===== src/rtl/pc_branch_pkg.sv =====
// Shared constants for the fetch PC / branch unit: condition codes, flag bit positions,
// bimodal counter states and the condition evaluator.
package pc_branch_pkg;

    localparam logic [2:0] COND_NE  = 3'b000;
    localparam logic [2:0] COND_EQ  = 3'b001;
    localparam logic [2:0] COND_GT  = 3'b010;
    localparam logic [2:0] COND_LT  = 3'b011;
    localparam logic [2:0] COND_GE  = 3'b100;
    localparam logic [2:0] COND_LE  = 3'b101;
    localparam logic [2:0] COND_VS  = 3'b110;
    localparam logic [2:0] COND_UNC = 3'b111;

    localparam int FLG_N = 0;
    localparam int FLG_V = 1;
    localparam int FLG_Z = 2;

    localparam logic [1:0] CNT_SNT = 2'd0;
    localparam logic [1:0] CNT_WNT = 2'd1;
    localparam logic [1:0] CNT_WT  = 2'd2;
    localparam logic [1:0] CNT_ST  = 2'd3;

    function automatic logic cond_true(input logic [2:0] cond, input logic [2:0] flags);
        logic z, v, n, res;
        z = flags[FLG_Z];
        v = flags[FLG_V];
        n = flags[FLG_N];
        case (cond)
            COND_NE:  res = !z;
            COND_EQ:  res = z;
            COND_GT:  res = !z && !n;
            COND_LT:  res = n;
            COND_GE:  res = z || (!z && !n);
            COND_LE:  res = n || z;
            COND_VS:  res = v;
            default:  res = 1'b1;
        endcase
        return res;
    endfunction

endpackage


===== src/rtl/branch_hist_table.sv =====
// Bimodal branch history table: 2-bit saturating counters, one combinational read port
// and one synchronous saturating-update port.
module branch_hist_table
    import pc_branch_pkg::*;
#(
    parameter int DEPTH = 16,
    parameter int IDX_W = $clog2(DEPTH)
) (
    input  logic             clk,
    input  logic             rst,
    input  logic [IDX_W-1:0] rd_idx,
    output logic [1:0]       rd_ctr,
    input  logic             wr_en,
    input  logic [IDX_W-1:0] wr_idx,
    input  logic             wr_taken
);

    logic [1:0] ctr [DEPTH];

    // Reads return the pre-update value even when the same entry is written this cycle.
    assign rd_ctr = ctr[rd_idx];

    always_ff @(posedge clk or posedge rst) begin
        if (rst) begin
            for (int i = 0; i < DEPTH; i++) begin
                ctr[i] <= CNT_WNT;
            end
        end else if (wr_en) begin
            if (wr_taken) begin
                if (ctr[wr_idx] != CNT_ST) ctr[wr_idx] <= ctr[wr_idx] + 2'd1;
            end else begin
                if (ctr[wr_idx] != CNT_SNT) ctr[wr_idx] <= ctr[wr_idx] - 2'd1;
            end
        end
    end

endmodule


===== src/rtl/pc_branch_unit.sv =====
// Fetch PC register with decode-stage bimodal prediction and execute-stage redirect.
// Optional branch/mispredict counters are built when PC_BRANCH_STATS_EN is defined.
module pc_branch_unit
    import pc_branch_pkg::*;
#(
    parameter int               WIDTH     = 16,
    parameter int               IMM_W     = 9,
    parameter int               BHT_DEPTH = 16,
    parameter logic [WIDTH-1:0] RESET_PC  = '0
) (
    input  logic             clk,
    input  logic             rst,
    input  logic             stall,
    output logic [WIDTH-1:0] pc,
    output logic [WIDTH-1:0] pc_plus,
    input  logic             dec_valid,
    input  logic             dec_is_branch,
    input  logic             dec_is_reg,
    input  logic [WIDTH-1:0] dec_pc,
    input  logic [IMM_W-1:0] dec_imm,
    output logic             dec_pred_taken,
    input  logic             ex_valid,
    input  logic             ex_is_branch,
    input  logic             ex_is_reg,
    input  logic [WIDTH-1:0] ex_pc,
    input  logic [IMM_W-1:0] ex_imm,
    input  logic [2:0]       ex_cond,
    input  logic [2:0]       ex_flags,
    input  logic [WIDTH-1:0] ex_rd1,
    input  logic             ex_pred_taken,
    output logic             ex_taken,
    output logic             ex_mispredict,
    output logic             flush,
    output logic [15:0]      stat_branches,
    output logic [15:0]      stat_mispredicts
);

    localparam int IDX_W = $clog2(BHT_DEPTH);

    // Immediates count halfwords and are relative to the following instruction.
    function automatic logic [WIDTH-1:0] imm_target(input logic [WIDTH-1:0] base,
                                                    input logic [IMM_W-1:0] imm);
        logic [WIDTH-1:0] ext;
        ext = {{(WIDTH-IMM_W){imm[IMM_W-1]}}, imm};
        return base + WIDTH'(2) + (ext << 1);
    endfunction

    logic [WIDTH-1:0] pc_q;
    logic [WIDTH-1:0] pc_next;
    logic [WIDTH-1:0] ex_target;
    logic [1:0]       dec_ctr;
    logic             bht_wr_en;

    assign bht_wr_en = ex_valid & ex_is_branch & ~ex_is_reg;

    branch_hist_table #(
        .DEPTH (BHT_DEPTH),
        .IDX_W (IDX_W)
    ) u_bht (
        .clk      (clk),
        .rst      (rst),
        .rd_idx   (dec_pc[IDX_W:1]),
        .rd_ctr   (dec_ctr),
        .wr_en    (bht_wr_en),
        .wr_idx   (ex_pc[IDX_W:1]),
        .wr_taken (ex_taken)
    );

    assign dec_pred_taken = dec_valid & dec_is_branch & ~dec_is_reg & dec_ctr[1];
    assign ex_taken       = ex_valid & ex_is_branch & cond_true(ex_cond, ex_flags);
    assign ex_mispredict  = ex_valid & ex_is_branch & (ex_taken != ex_pred_taken);
    assign flush          = ex_mispredict;
    assign ex_target      = ex_is_reg ? {ex_rd1[WIDTH-1:1], 1'b0} : imm_target(ex_pc, ex_imm);
    assign pc             = pc_q;
    assign pc_plus        = pc_q + WIDTH'(2);

    // A redirect from execute beats a stall, which beats a decode-stage prediction.
    always_comb begin
        pc_next = pc_plus;
        if (ex_mispredict) begin
            pc_next = ex_taken ? ex_target : ex_pc + WIDTH'(2);
        end else if (stall) begin
            pc_next = pc_q;
        end else if (dec_pred_taken) begin
            pc_next = imm_target(dec_pc, dec_imm);
        end
    end

    always_ff @(posedge clk or posedge rst) begin
        if (rst) pc_q <= RESET_PC;
        else     pc_q <= pc_next;
    end

`ifdef PC_BRANCH_STATS_EN
    logic [15:0] br_cnt_q;
    logic [15:0] mis_cnt_q;

    always_ff @(posedge clk or posedge rst) begin
        if (rst) begin
            br_cnt_q  <= '0;
            mis_cnt_q <= '0;
        end else begin
            if (ex_valid && ex_is_branch && br_cnt_q != 16'hFFFF) br_cnt_q <= br_cnt_q + 16'd1;
            if (ex_mispredict && mis_cnt_q != 16'hFFFF) mis_cnt_q <= mis_cnt_q + 16'd1;
        end
    end

    assign stat_branches    = br_cnt_q;
    assign stat_mispredicts = mis_cnt_q;
`else
    assign stat_branches    = '0;
    assign stat_mispredicts = '0;
`endif

    // The counter's low bit, the decode PC outside the index and the BR target's low bit are not needed.
    logic unused_bits;
    assign unused_bits = ^{dec_ctr[0], dec_pc, ex_rd1[0]};

endmodule

===== config.mk =====
export PLATFORM = sky130hd
export DESIGN_NAME = pc_branch_unit
export DESIGN_NICKNAME = d
export VERILOG_FILES = /design/src/rtl/pc_branch_pkg.sv /design/src/rtl/branch_hist_table.sv /design/src/rtl/pc_branch_unit.sv
export SDC_FILE = /design/constraint.sdc
export NUM_CORES = 1
export LEC_CHECK = 0
export CAP_MARGIN = 20
export CORE_MARGIN = 8
export CORE_UTILIZATION = 48
export CTS_BUF_LIST = sky130_fd_sc_hd__clkbuf_8 sky130_fd_sc_hd__clkbuf_16
export DETAILED_ROUTE_END_ITERATION = 8
export GPL_TIMING_DRIVEN = 0
export PLACE_DENSITY = 0.8
export SLEW_MARGIN = 30
export SYNTH_ARGS = -nofsm -noshare
export SYNTH_HDL_FRONTEND = slang
export SYNTH_SLANG_ARGS = --single-unit

===== constraint.sdc =====
create_clock -name clk -period 4 [get_ports clk]
set_input_delay 0.8 -clock clk [delete_from_list [all_inputs] [get_ports clk]]
set_output_delay 0.8 -clock clk [all_outputs]
set_load 0.02 [all_outputs]

---- After elaboration in Yosys (flattened, before gate mapping) ----
Index checks and enable logic that the tools add are counted.
word-level totals
  flip-flop bits (word level) ............. 48
  output and inout port bits .............. 68
cells by class
  add/sub/neg operators ................... 7
  order comparisons ....................... 3
  eq/ne operators ......................... 10
  mux-type cells .......................... 19
  bitwise logic cells ..................... 11
  reductions and logical operators ........ 10
operators with widths
  kind                                                        count
  two-way mux 32 bit                                          3
  two-way mux 16 bit                                          5
  bitwise mux 32 bit                                          2
  adder 16 x 2 -> 16 bit, second input constant               3
  adder 16 bit                                                2
  binary-select mux 2 bit (select 4 bit)                      2
  >= comparator 5 bit, second input constant                  2
  two-way mux 2 bit                                           5
  NOT 4 -> 5 bit                                              2
  == test 3 bit, second input constant                        3
  demux 2 bit (select 4 bit)                                  1
  bitwise AND 1 bit                                           7
  one-hot mux 1 bit (7 select lines)                          1
  == test 3 x 2 -> 1 bit, second input constant               2
  less-than comparator 5 x 1 -> 1 bit, second input constant  1
  inequality test 2 x 1 -> 1 bit, second input constant       2
  nonzero test 2 bit                                          2
  == test 3 x 1 -> 1 bit, second input constant               1
  logical NOT 3 bit                                           1
  AND reduction 3 bit                                         1
  adder 2 x 1 -> 2 bit, second input constant                 1
  logical AND 1 bit                                           2
  logical NOT 1 bit                                           2
  logical OR 1 bit                                            2
  4 further kinds                                             5

---- Depth between registers and ports, before layout ----
Gate-level depths: netlist (run 1).
  word-level depth ........................ 8
  depth in mapped cells ................... 15

---- Hierarchy ----
From an unflattened synthesis (run 1), not the netlist that was laid out.
second synthesis, totals
  cell total of the unflattened synthesis .. 631
  area total of the unflattened synthesis .. 5,713.0 µm²
modules (own cells, without submodules)
  module             instances  cells each  area an instance (µm²)
  pc_branch_unit     1          474         3,547.2
  branch_hist_table  1          157         2,165.8

---- Worst setup path before layout (run 1) ----
Ideal clock, no wire load.
  path kind ............................... input port to flip-flop
  start point ............................. input port ex_pc[2]
  end point ............................... register u_bht.ctr[3] (netlist bit)
  library setup time ...................... 0.128 ns
  data arrival time ....................... 3.372 ns
  setup slack ............................. 0.500 ns
  stages .................................. 12
  path through ............................ buf_1 mux4_2 mux2_2 o21ai_1 buf_2 inv_1 ha_1 nand2b_1 o31ai_4 buf_4 nand4_1 mux2_1
between the ends
  cells in the longest elaborated chain, start to end .. 8
ends and longest elaborated chain
  item                                                                          line                                              source
  from (decl)                                                                   pc_branch_unit.sv:25                              input logic [WIDTH-1:0] ex_pc,
  NOT 4 -> 5 bit (implied by the code) *                                        branch_hist_table.sv:30, branch_hist_table.sv:32
  binary-select mux 2 bit (select 4 bit) (tied with other cells)                branch_hist_table.sv:30, branch_hist_table.sv:32
  two-way mux 2 bit (implied by the code) or logical AND 1 bit (tied branches)  branch_hist_table.sv:30, branch_hist_table.sv:32
  two-way mux 2 bit (implied by the code)                                       branch_hist_table.sv:30, branch_hist_table.sv:32
  subtractor 2 x 1 -> 2 bit (tied with other cells)                             branch_hist_table.sv:32                           if (ctr[wr_idx] != CNT_SNT) ctr[wr_idx] <= ctr[wr_idx] - 2'd1;
  bitwise mux 32 bit (on tied branches)                                         branch_hist_table.sv:32, branch_hist_table.sv:30
  two-way mux 32 bit (on tied branches)                                         branch_hist_table.sv:32, branch_hist_table.sv:30
  two-way mux 32 bit                                                            branch_hist_table.sv:29                           if (wr_taken) begin
  to (signal, indexed assignment)                                               branch_hist_table.sv:26                           ctr[i] <= CNT_WNT;
  to (decl)                                                                     branch_hist_table.sv:18                           logic [1:0] ctr [DEPTH];
Every way passes the cells marked *; elsewhere a longest branch is shown, timed or not. The select of a mux whose other input is x is not followed.
A chain may end at the register's enable or synchronous reset.

---- Worst setup path in the final report (run 1) ----
  start point ............................. input port dec_pc[3]
  end point ............................... output port dec_pred_taken
between the ends
  cells in the longest elaborated chain, start to end .. 5
ends and longest elaborated chain
  item                                                   line                     source
  from (decl)                                            pc_branch_unit.sv:19     input logic [WIDTH-1:0] dec_pc,
  NOT 4 -> 5 bit (implied by the code)                   branch_hist_table.sv:21  assign rd_ctr = ctr[rd_idx];
  binary-select mux 2 bit (select 4 bit)                 branch_hist_table.sv:21
  two-way mux 2 bit (implied by the code) (2 in series)  branch_hist_table.sv:21
  bitwise AND 1 bit                                      pc_branch_unit.sv:69     assign dec_pred_taken = dec_valid & dec_is_branch & ~dec_is_reg & dec_ctr[1];
  to (decl)                                              pc_branch_unit.sv:21     output logic dec_pred_taken,
No other way between the ends. The select of a mux whose other input is x is not followed.

==> qor.csv, run 1 <==
stage,metric,value,unit
timing,tns,0,ns
critical_path,worst_r2r_path_depth,11,
final_layout,layout_commonest_cell,clkdlybuf4s50_1,
yosys,ys.flop_type,dfrtp_1,
routing,drcViolationCount,0,
clocking,cts_tree,built,
pwr,irDropWorstVdd,290,uV
timing,drv_slew,0,
grt,grt_pass1_wl,26.5,mm
clocking,clkLatencyLatePin,0.29,ns
yosys,ys_ff_latch,48,
pwr,power_leakage,3.09,nW
timing,rsz0062_at_grt,false,
yosys,ys_seq_area_share,22.4,%
place,dp_hpwl,13.9,mm
grt,antenna_found_initial,0,
floorplan,io_pins,150,
critical_path,endpoint_kind,output port,
timing,worst_clock_skew,0.00974,ns
timing,slew_headroom,60.0,%
floorplan,die_area,0.0150,mm2
grt,grt_pass1_vias,5261,
yosys,synth.largest_area_cell,dfrtp_1,
clocking,hold_buffers,0,
floorplan,die_h,123,um
yosys,ys_warn_count,0,
clocking,cts_sinks,48,
final_layout,final_util,63.1,%
hold_path,holdPathStages,1,
floorplan,die_w,123,um
critical_path,crit_fanout,10,
routing,wl,16.6,mm
place,io_buffers,113,
yosys,avgSynthCellArea,8.94,um2
yosys,synth-edff-count,0,
clocking,clk_transition_reported_paths,0.07,ns
final_layout,final_cell_mix,"clkdlybuf4s50_1 (107), ha_1 (50), buf_4 (40)",
final_layout,stdcell_area,0.00712,mm2
routing,wl_per_cell,18.4,um
floorplan,core,0.0113,mm2
job,drv_cap,0,
yosys,synth_area_leaders,"dfrtp_1 (15%), ha_1 (12%), dfstp_2 (7.7%)",
routing,vias_per_cell,5.81,
yosys,syn-cell-area,0.00545,mm2
hold_path,hp-class,reg -> reg,
place,gp_congestion,0.913,
routing,drt-initial-drc-count,399,
critical_path,arrival,3.06,ns
yosys,ys_types,70,
final_layout,drive_above_1_share,18.6,%
floorplan,start_util,48.4,%
timing,hold_violations,0,
timing,hold_slack,0.540,ns
critical_path,critical_path_class,in -> out,
grt,grt_max_degree,33,
grt,grt.overflow.total,0,
timing,tightest_slew,0.595,ns
pwr,p_per_area,356,mW/mm2
critical_path,cp-start-kind,input pin,
timing,finalCritPeriodShare,96.6,%
timing,setup_viol,0,
run_status,outcome,completed,
clocking,cts_max_level,2,
routing,routed-via-count,5254,
yosys,syn_inst,610,
floorplan,rows,39,
clocking,cts-root-buf,clkbuf_16,
routing,ant_nets,0,
timing,fmax,259,MHz
final_layout,diodes,0,
timing,finalCriticalPeriod,3.86,ns
final_layout,finalNetCount,896,
clocking,cts_buffers,5,
critical_path,cp.required,3.20,ns
grt,grtUsageTotal,21.6,%
place,placed_area,0.00690,mm2
clocking,cts_buffer_depth,2,
routing,drt_pass1_iterations,5,
yosys,yosys.area.top_type_share,14.7,%
pwr,finalPower,2.54,mW
yosys,ys_async_sr_fraction,100,%
final_layout,syn_to_final_growth,30.5,%
[critical path: stages]
cell and delay, ns:
clkdlybuf4s50_1 0.55, and2_1 0.27, a221oi_2 0.31, o21ai_0 0.19
and2_1 0.21, buf_6 0.14, inv_4 0.08, buf_6 0.15
dlygate4sd2_1 0.35
[what timing repair did]
| action | in CTS | in global routing |
|---|---|---|
| gates resized for setup | 16 | 9 |
| endpoints found under the setup margin | 40 | 31 |
| buffers inserted | 0 | 0 |
[cell usage after synthesis, drive strengths merged (9+ instances only)]
cell    instances
ha             51
buf            50
o21ai          41
nand2          39
mux2           35
nor2           35
a21oi          32
dfrtp          32
inv            27
xnor2          26
nand4          24
xor2           18
dfstp          16
o211ai         14
nand3          13
and3           12
clkbuf         12
mux2i          12
mux4           11
nor2b           9
nor3            9
[stage by stage]
step | setup WS [ns] | std cells
floorplan | 0.500 | 641
global placement | -0.625 | 897
detailed placement | -0.679 | 898
CTS | 0.0138 | 906
global route | 0.00335 | 905
finish | 0.137 | 905
[cell type report]
cell class,count,area [um2]
well taps,143,179
inverters,27,104
multi-input cells,504,3860
clock buffers,6,150
plain buffers,61,422
fillers,951,4150
clock inverters,2,38.8
repair buffers,114,1140
flip-flops and latches,48,1220
[worst paths after layout]
check	start	endpoint	slack, ns
worst max-delay path	dec_pc[3]	dec_pred_taken	0.14
worst min-delay path	u_bht.ctr[1]	u_bht.ctr[1]	0.54
worst max register to register	register	u_bht.ctr[25]	0.95
worst min register to register	u_bht.ctr[1]	u_bht.ctr[1]	0.54
max in group asynchronous	rst	async pin	2.63
min in group asynchronous	rst	u_bht.ctr[29]	0.81
[logic make-up after synthesis]
family	synth area share, %
xor gates and xnor gates	7.07
adders and majority gates	12.4
AOI/OAI and AO/OA	18.5
and+or+nand+nor	16.1
muxes	14.0
other	0.0688
buffers and inverters	9.41
DFF	22.4
[metal layers]
| layer | GRT usage, % | routed length (um) | vias to the layer above |
|---|---|---|---|
| met5 | 0 | 0 | - |
| met4 | 6.17 | 384 | 0 |
| met3 | 3.86 | 1500 | 37 |
| met2 | 36.9 | 7990 | 275 |
| met1 | 27.2 | 6770 | 2450 |
| li1 | - | - | 2492 |
[where the power goes]
group,internal [mW],switching [mW]
clock,0.335,0.185
sequential,0.624,0.127
combinational,0.610,0.654
No activity file was read; power rests on OpenSTA's default activity.
==> run 2: changes to the inputs <==
HOLD_SLACK_MARGIN = 0.05   (was default)
==> results of run 2 <==
No change in the layout: final DEF, timing and power equal those of run 1.
